`config.mk`:
```
export PLATFORM = sky130hd
export DESIGN_NAME = lut_eval_seq
export DESIGN_NICKNAME = d
export VERILOG_FILES = /design/src/rtl/lut_eval_pkg.sv /design/src/rtl/lut_eval_seq_table.sv /design/src/rtl/lut_eval_seq.sv
export SDC_FILE = /design/constraint.sdc
export NUM_CORES = 1
export LEC_CHECK = 0
export ABC_CLOCK_PERIOD_IN_PS = 2100
export CAP_MARGIN = 15
export CELL_PAD_IN_SITES_DETAIL_PLACEMENT = 0
export CELL_PAD_IN_SITES_GLOBAL_PLACEMENT = 1
export CORE_MARGIN = 2
export CORE_UTILIZATION = 35
export DETAILED_ROUTE_END_ITERATION = 6
export GPL_TIMING_DRIVEN = 1
export PLACE_DENSITY_LB_ADDON = 0.3
export SYNTH_ARGS = -nofsm -noshare
export SYNTH_HDL_FRONTEND = slang
export SYNTH_SLANG_ARGS = --single-unit
export TNS_END_PERCENT = 50
```
`constraint.sdc`:
```
create_clock -name clk -period 2.1 [get_ports clk]
set_input_delay 0.42 -clock clk [delete_from_list [all_inputs] [get_ports clk]]
set_output_delay 0.42 -clock clk [all_outputs]
set_load 0.05 [all_outputs]
```
`src/rtl/lut_eval_pkg.sv`:
```
// Shared types and constants for the programmable truth-table evaluator.
package lut_eval_pkg;

   typedef enum logic [1:0] {
      IDLE  = 2'd0,
      SWEEP = 2'd1,
      DONE  = 2'd2
   } state_e;

   // Y = A&B | ~(A|C) with index {A,B,C}
   localparam logic [7:0] DEFAULT_TABLE_3 = 8'hC5;

   function automatic int popcount_w(input int n_in);
      return n_in + 1;
   endfunction

endpackage

```
`src/rtl/lut_eval_seq_table.sv`:
```
// Runtime-writable truth-table register with one bit-write port and one
// combinational read port.
module lut_table_reg
   import lut_eval_pkg::*;
#(
   parameter int                  N_IN          = 3,
   parameter logic [2**N_IN-1:0]  DEFAULT_TABLE = (2**N_IN)'(DEFAULT_TABLE_3)
) (
   input  logic              clk,
   input  logic              rst_n,
   input  logic              wr_en,
   input  logic [N_IN-1:0]   wr_addr,
   input  logic              wr_data,
   input  logic [N_IN-1:0]   rd_addr,
   output logic              rd_data
);

   logic [2**N_IN-1:0] table_q;
   logic [2**N_IN-1:0] table_d;

   always_comb begin
      table_d = table_q;
      if (wr_en) begin
         table_d[wr_addr] = wr_data;
      end
   end

   always_ff @(posedge clk) begin
      if (!rst_n) begin
         table_q <= DEFAULT_TABLE;
      end else begin
         table_q <= table_d;
      end
   end

   // Reads see the pre-write contents, so a same-cycle write/eval gets the old bit
   assign rd_data = table_q[rd_addr];

endmodule

```
`src/rtl/lut_eval_seq.sv`:
```
// Programmable N-input truth-table evaluator with a registered valid/ready
// eval stage and a self-sweep that counts the 1 minterms of the table.
module lut_eval_seq
   import lut_eval_pkg::*;
#(
   parameter int                  N_IN          = 3,
   parameter logic [2**N_IN-1:0]  DEFAULT_TABLE = (2**N_IN)'(DEFAULT_TABLE_3)
) (
   input  logic              clk,
   input  logic              rst_n,
   input  logic              cfg_we,
   input  logic [N_IN-1:0]   cfg_addr,
   input  logic              cfg_data,
   input  logic              in_valid,
   output logic              in_ready,
   input  logic [N_IN-1:0]   in_data,
   output logic              out_valid,
   input  logic              out_ready,
   output logic              out_data,
   input  logic              sweep_start,
   output logic              busy,
   output logic              sweep_done,
   output logic [N_IN:0]     sweep_count
);

   localparam int CW = popcount_w(N_IN);

   state_e            state_q, state_d;
   logic [N_IN-1:0]   idx_q, idx_d;
   logic [CW-1:0]     acc_q, acc_d;
   logic [CW-1:0]     sweep_count_q, sweep_count_d;
   logic              out_valid_q, out_valid_d;
   logic              out_data_q, out_data_d;
   logic              busy_q, busy_d;
   logic              sweep_done_q, sweep_done_d;

   logic              accept;
   logic              tbl_we;
   logic [N_IN-1:0]   rd_addr;
   logic              rd_bit;

   assign in_ready = (state_q == IDLE) && (!out_valid_q || out_ready);
   assign accept   = in_valid && in_ready;
   assign tbl_we   = cfg_we && (state_q == IDLE);

   // Evals are only accepted in IDLE, so the sweep can own the read port otherwise
   assign rd_addr  = (state_q == SWEEP) ? idx_q : in_data;

   lut_table_reg #(
      .N_IN          (N_IN),
      .DEFAULT_TABLE (DEFAULT_TABLE)
   ) u_table (
      .clk     (clk),
      .rst_n   (rst_n),
      .wr_en   (tbl_we),
      .wr_addr (cfg_addr),
      .wr_data (cfg_data),
      .rd_addr (rd_addr),
      .rd_data (rd_bit)
   );

   always_comb begin
      state_d       = state_q;
      idx_d         = idx_q;
      acc_d         = acc_q;
      sweep_count_d = sweep_count_q;
      case (state_q)
         IDLE: begin
            if (sweep_start) begin
               state_d = SWEEP;
               idx_d   = '0;
               acc_d   = '0;
            end
         end
         SWEEP: begin
            acc_d = acc_q + CW'(rd_bit);
            idx_d = idx_q + N_IN'(1);
            if (idx_q == {N_IN{1'b1}}) begin
               state_d       = DONE;
               sweep_count_d = acc_d;
            end
         end
         DONE: begin
            state_d = IDLE;
         end
         default: begin
            state_d = IDLE;
         end
      endcase
      busy_d       = (state_d == SWEEP);
      sweep_done_d = (state_d == DONE);
   end

   always_comb begin
      out_valid_d = out_valid_q;
      out_data_d  = out_data_q;
      if (accept) begin
         out_valid_d = 1'b1;
         out_data_d  = rd_bit;
      end else if (out_ready) begin
         out_valid_d = 1'b0;
      end
   end

   always_ff @(posedge clk) begin
      if (!rst_n) begin
         state_q       <= IDLE;
         idx_q         <= '0;
         acc_q         <= '0;
         sweep_count_q <= '0;
         out_valid_q   <= 1'b0;
         out_data_q    <= 1'b0;
         busy_q        <= 1'b0;
         sweep_done_q  <= 1'b0;
      end else begin
         state_q       <= state_d;
         idx_q         <= idx_d;
         acc_q         <= acc_d;
         sweep_count_q <= sweep_count_d;
         out_valid_q   <= out_valid_d;
         out_data_q    <= out_data_d;
         busy_q        <= busy_d;
         sweep_done_q  <= sweep_done_d;
      end
   end

   assign out_valid   = out_valid_q;
   assign out_data    = out_data_q;
   assign busy        = busy_q;
   assign sweep_done  = sweep_done_q;
   assign sweep_count = sweep_count_q;

endmodule

```
Word level (Yosys, flattened, before mapping)
Cells that the tools add are included.
{"block": "op_classes", "eq_ne": 5, "n_addsub": 2, "n_reduce_logical": 11, "order_cmp": 3, "muxes": 15}
{"operator": "$bwmux 8", "count": 1}
{"operator": "$lt 3x4->1 const B", "count": 2}
{"operator": "$pmux 4 s2", "count": 1}
{"operator": "$mux 3", "count": 2}
{"operator": "$pmux 3 s2", "count": 1}
{"operator": "$add 4x1->4", "count": 1}
{"operator": "$eq 2x1->1 const B", "count": 2}
{"operator": "$logic_and 1x1->1", "count": 4}
{"operator": "$mux 1", "count": 4}
{"operator": "$mux 2", "count": 2}
{"operator": "$mux 4", "count": 1}
{"operator": "$pmux 2 s2", "count": 1}
{"operator": "$reduce_and 2->1", "count": 2}
{"operator": "$reduce_bool 2->1", "count": 2}
{"operator": "$add 3x1->3 const B", "count": 1}
{"operator": "$bmux 1 s3", "count": 1}
{"operator": "$demux 1 s3", "count": 1}
{"operator": "$eq 3x3->1 const B", "count": 1}
{"operator": "$ge 3x1->1 const B", "count": 1}
{"operator": "$eq 2x2->1 const B", "count": 1}
{"operator": "$logic_not 2->1", "count": 1}
{"operator": "$ne 2x2->1 const B", "count": 1}
{"operator": "$logic_not 1->1", "count": 1}
{"operator": "$logic_or 1x1->1", "count": 1}
{"block": "word_totals", "register_bits": 25, "out_inout_bits": 9}

Depth between registers and ports, before layout
{"block": "depth", "depth_word": 6, "mapped_depth": 11, "mapped_depth_nobuf": 9}

Hierarchy
Synthesis repeated with hierarchy kept, for this count alone.
{"block": "unflattened", "hier_cells": 112, "area_unflattened_um2": 1162.4}
{"module": "lut_eval_seq", "seq_area_each_um2": 340.3, "instances": 1, "cells_per_inst": 76, "area_per_inst_um2": 735.7}
{"module": "lut_table_reg", "seq_area_each_um2": 160.2, "instances": 1, "cells_per_inst": 36, "area_per_inst_um2": 426.7}

Worst setup path before layout
No wires, ideal clock.
{"block": "synth_path", "path_kind": "flip-flop to flip-flop", "from": "register state_q[1]", "to": "register acc_q[2]", "setup_time_ps": 118, "stages_incl_launch_ff": 12, "path_slack_ps": -243, "arrival_time_ps": 2224, "cell_sequence": "dfxtp_1 > buf_6 > nand2b_4 > buf_6 > a2111o_1 > a22o_1 > and4_4 > ha_1 > ha_1 > mux2_2 > a22oi_1 > nor2b_1"}
{"block": "synth_between", "elab_chain_cells": 6}
{"element": "start: declaration", "line_no": "lut_eval_seq.sv:28", "rtl": "state_e state_q, state_d;"}
{"element": "start signal: assignment", "line_no": "lut_eval_seq.sv:116", "rtl": "state_q <= state_d;"}
{"element": "$eq 2x1->1", "line_no": "lut_eval_seq.sv:47", "rtl": "assign rd_addr = (state_q == SWEEP) ? idx_q : in_data;"}
{"element": "$mux 3", "line_no": "lut_eval_seq.sv:47"}
{"element": "$bmux 1 s3", "line_no": "lut_eval_seq_table.sv:37", "rtl": "assign rd_data = table_q[rd_addr];"}
{"element": "$mux 1 (not written as such)", "line_no": "lut_eval_seq_table.sv:37"}
{"element": "named net rd_bit", "line_no": "lut_eval_seq.sv:40", "rtl": "logic rd_bit;"}
{"element": "$add 4x1->4", "line_no": "lut_eval_seq.sv:76", "rtl": "acc_d = acc_q + CW'(rd_bit);"}
{"element": "$pmux 4 s2", "line_no": "lut_eval_seq.sv:67", "rtl": "case (state_q)"}
{"element": "end signal: assignment", "line_no": "lut_eval_seq.sv:109", "rtl": "acc_q <= '0;"}
{"element": "end signal: assignment", "line_no": "lut_eval_seq.sv:118", "rtl": "acc_q <= acc_d;"}
{"element": "end: declaration", "line_no": "lut_eval_seq.sv:30", "rtl": "logic [CW-1:0] acc_q, acc_d;"}
The timed path passes the listed nets, and every way through them passes these cells. The select of a mux whose other input is x is not followed.
A chain may end at the register's enable or synchronous reset.

Worst setup path after layout
{"block": "layout_path", "from": "register state_q[0]", "to": "register acc_q[2]"}
The elaborated chain is that of the path after synthesis.

==> run_results.csv <==
group,metric,value,unit
timing,hold_viol_final,0,
clock_network,clk_pin_slew,150,ps
synthesis,syn_area_per_cell,9.347,um2
place,place_inst,211,
critical_path,end_kind,"flip-flop",
timing,finClkSkew,4.394,ps
floorplan,dieArea,4073,um2
flow_run,maxCapViolCount,0,
critical_path,cp_common_cell,"ha_4",
clock_network,cts_buffers,3,
critical_path,max_stage_delay,390,ps
power_and_ir_drop,internal_power,664.1,uW
floorplan,initial_core_util,36.95,%
synthesis,synth_area,1252,um2
critical_path,cp_num_buf_inv,0,
timing,setup_violations,1,
clock_network,clockRootBuffer,"clkbuf_4",
layout,nets,189,
timing,period_needed,2145,ps
route,wire_per_inst,13.00,um
critical_path,cp-start-kind,"flip-flop",
floorplan,die_y,63.82,um
place,hpwlAfterDp,2.085,mm
timing,grt_setup_unrepaired,"true",
worst_hold_path,hold_class,"flip-flop to flip-flop",
route,dr.pass1.iters,4,
synthesis,ys_seq_elements,25,
synthesis,synth_cell_types,34,
global_routing,grt-ovfl-total,0,
critical_path,cp_slowest_cell,"dfxtp_4",
synthesis,synth_nets,151,
floorplan,core,3390,um2
power_and_ir_drop,swShare,28.53,%
critical_path,worstSetupPathType,"flip-flop to flip-flop",
power_and_ir_drop,power.density,542.1,nW/um2
power_and_ir_drop,comb_power_share,21.6,%
timing,max-slew-margin-rel,66.50,%
layout,final_cell_mix,"dfxtp_1, buf_4, clkdlybuf4s50_1",
run_status,status,"finished with violations",
global_routing,grt_pass1_vias,1084,
power_and_ir_drop,p_total,929.2,uW
timing,worst_pin_slew,501.0,ps
power_and_ir_drop,peakVddDrop,0.2013,mV
layout,drive_gt1_share,22.22,%
power_and_ir_drop,seq_power_share,53.6,%
global_routing,grt_start_max_net_pins,27,
place,dpl_worst_slack,-623.7,ps
global_routing,grtUsageTotal,14.79,%
place,gp_congestion,0.7659,
synthesis,synth_edf_count,0,
route,finalWirelength,2.821,mm
timing,fin_ws,-45.42,ps
clock_network,cts_tree,"built",
global_routing,grt_antenna_before_repair,0,
clock_network,cts.sinks,25,
run_status,violations,"setup timing",
route,drtIter0Drc,39,
critical_path,crit_chain,"and2b_2 -> a2111o_1 -> a22o_1 -> and4_4 -> ha_4 -> ha_4 -> mux2_2 -> a22oi_2 -> nor2b_1",
route,viasPerCell,5.134,
timing,fin_crit_sh,102.2,%
layout,fin_cells,217,
place,port_buffers,21,
synthesis,yosysWarnings,0,
synthesis,synthFlopType,"dfxtp_1",
layout,antenna_cells,0,
route,drc,0,
clock_network,clock_latency,330,ps
critical_path,worstPathArrival,2390,ps
synthesis,synth_top_area_cell,"dfxtp_1",
critical_path,cp_max_fo,4,
power_and_ir_drop,p_leak,0.0007208,uW
layout,layout_commonest_cell,"dfxtp_1",
synthesis,synthCells,134,
timing,slew_viol_final,0,
synthesis,seq_area_frac_synth,39.96,%
floorplan,row_count,21,
synthesis,synth_area_leaders,"dfxtp_1, nor2b_1, mux2i_1, nand2_1, ha_1",
clock_network,htree_levels,1,
floorplan,ios,22,
route,ant_nets,0,
global_routing,grt_pass1_wl,4.788,mm
synthesis,synthArstFlopShare,0,%
layout,area_delta_synth_final,36.86,%
power_and_ir_drop,p_sw,265.1,uW
power_and_ir_drop,clock_power_share,24.9,%
critical_path,required,2340,ps
clock_network,cts.hold.buffers_added,0,
route,vias,1114,
synthesis,yosysTopAreaCellShare,39.96,%
floorplan,die_x,63.82,um
critical_path,critPathTopFamily,"compound AO/OA/AOI/OAI gates",
clock_network,clock_path_buffers,2,
timing,fmax,466.1,MHz
[synthesized netlist by cell type, types with 2 or more instances]
| master | instances |
|---|---|
| dfxtp_1 | 25 |
| o2111ai_1 | 4 |
| mux2i_1 | 9 |
| nand3_1 | 8 |
| nor2_1 | 4 |
| a2111o_1 | 2 |
| xnor2_1 | 2 |
| ha_1 | 4 |
| a2111oi_0 | 2 |
| inv_1 | 7 |
| a22oi_1 | 6 |
| and3_1 | 3 |
| nor2b_1 | 15 |
| buf_6 | 2 |
| a21oi_1 | 2 |
| nor3b_1 | 2 |
| a22o_1 | 2 |
| nand2_1 | 15 |
| clkbuf_1 | 3 |
| a21boi_0 | 2 |
| o211a_1 | 2 |
[power by group through the flow]
| stage | Clock, uW | Combinational [uW] | Sequential [uW] |
|---|---|---|---|
| final | 231 | 200 | 498 |
| after global routing | 260 | 215 | 500 |
| after CTS | 238 | 199 | 498 |
| after detailed placement | 0 | 187 | 507 |
| after global placement | 0 | 184 | 507 |
| after floorplan | 0 | 87.1 | 520 |
[worst reg2reg max path, cell delays in order, from the launching register on]
cell and delay [ps]:
dfxtp_4 390, and2b_2 220, a2111o_1 280, a22o_1 190, and4_4 210, ha_4 170, ha_4 160, mux2_2 270
a22oi_2 120, nor2b_1 60
[area by class of cell]
type / instances / area [um2]
Sequential cell: 25 / 505.5
Multi-Input combinational cell: 95 / 735.7
Clock buffer: 3 / 22.52
Timing Repair Buffer: 40 / 359.1
Clock inverter: 1 / 7.507
Inverter: 7 / 26.28
Fill cell: 321 / 1675
Tap cell: 46 / 57.56
[through the flow]
stage	cell area (um2)	hold slack [ps]	utilization (%)	TNS, ps
after floorplan	1260	439.3	-	-392.3
after global placement	1619	453.1	47.77	-3132
after detailed placement	1619	471.1	47.77	-3460
after CTS	1693	496.6	49.94	-42.97
after global routing	1714	531.1	50.57	-165.8
final	1714	489.5	50.57	-45.42
[timing repair]
item | 4_1_cts | 5_1_grt
cloned | 0 | 0
pin swaps | 3 | 4
buffers inserted | 1 | 1
resized for setup | 12 | 3
setup endpoints to repair | 6 | 3
[kinds of logic (layout without fill, tap and decap cells)]
logic type / after synthesis / after routing / share of synthesized area (%)
muxes: 10 / 10 / 8.092
DFF: 25 / 25 / 39.96
xor gates and xnor gates: 2 / 2 / 1.399
buffers and inverters: 14 / 51 / 5.794
and+or+nand+nor: 52 / 52 / 22.88
AOI/OAI and AO/OA: 27 / 27 / 17.88
adders and majority gates: 4 / 4 / 3.996
[final timing paths]
| kind | start | to | slack (ps) | cells past startpoint |
|---|---|---|---|---|
| setup / recovery | state_q[0]$_SDFF_PN0_ | acc_q[2]$_SDFFE_PN0P_ | -50 | 9 |
| hold reg to reg | u_table.table_q[2]$_SDFFE_PN1P_ | u_table.table_q[2]$_SDFFE_PN1P_ | 490 | 2 |
| setup reg to reg | state_q[0]$_SDFF_PN0_ | acc_q[2]$_SDFFE_PN0P_ | -50 | 9 |
| hold / removal | u_table.table_q[2]$_SDFFE_PN1P_ | u_table.table_q[2]$_SDFFE_PN1P_ | 490 | 2 |
[state kept, by name, indices dropped and copies added (netlist names)]
signal / count
out_valid: 1
u_table.table_q: 8
idx_q: 3
sweep_count: 4
busy: 1
state_q: 2
acc_q: 4
sweep_done: 1
out_data: 1
[metal layers]
| metal | up-vias | share of wire, % | global-route usage, % |
|---|---|---|---|
| met2 | 27 | 45 | 24.61 |
| met5 | - | 0 | 0 |
| met3 | 5 | 3.7 | 2.289 |
| met1 | 523 | 50 | 18.80 |
| li1 | 559 | - | - |
| met4 | 0 | 1.9 | 6.522 |
(Power assumes the default switching activity.)
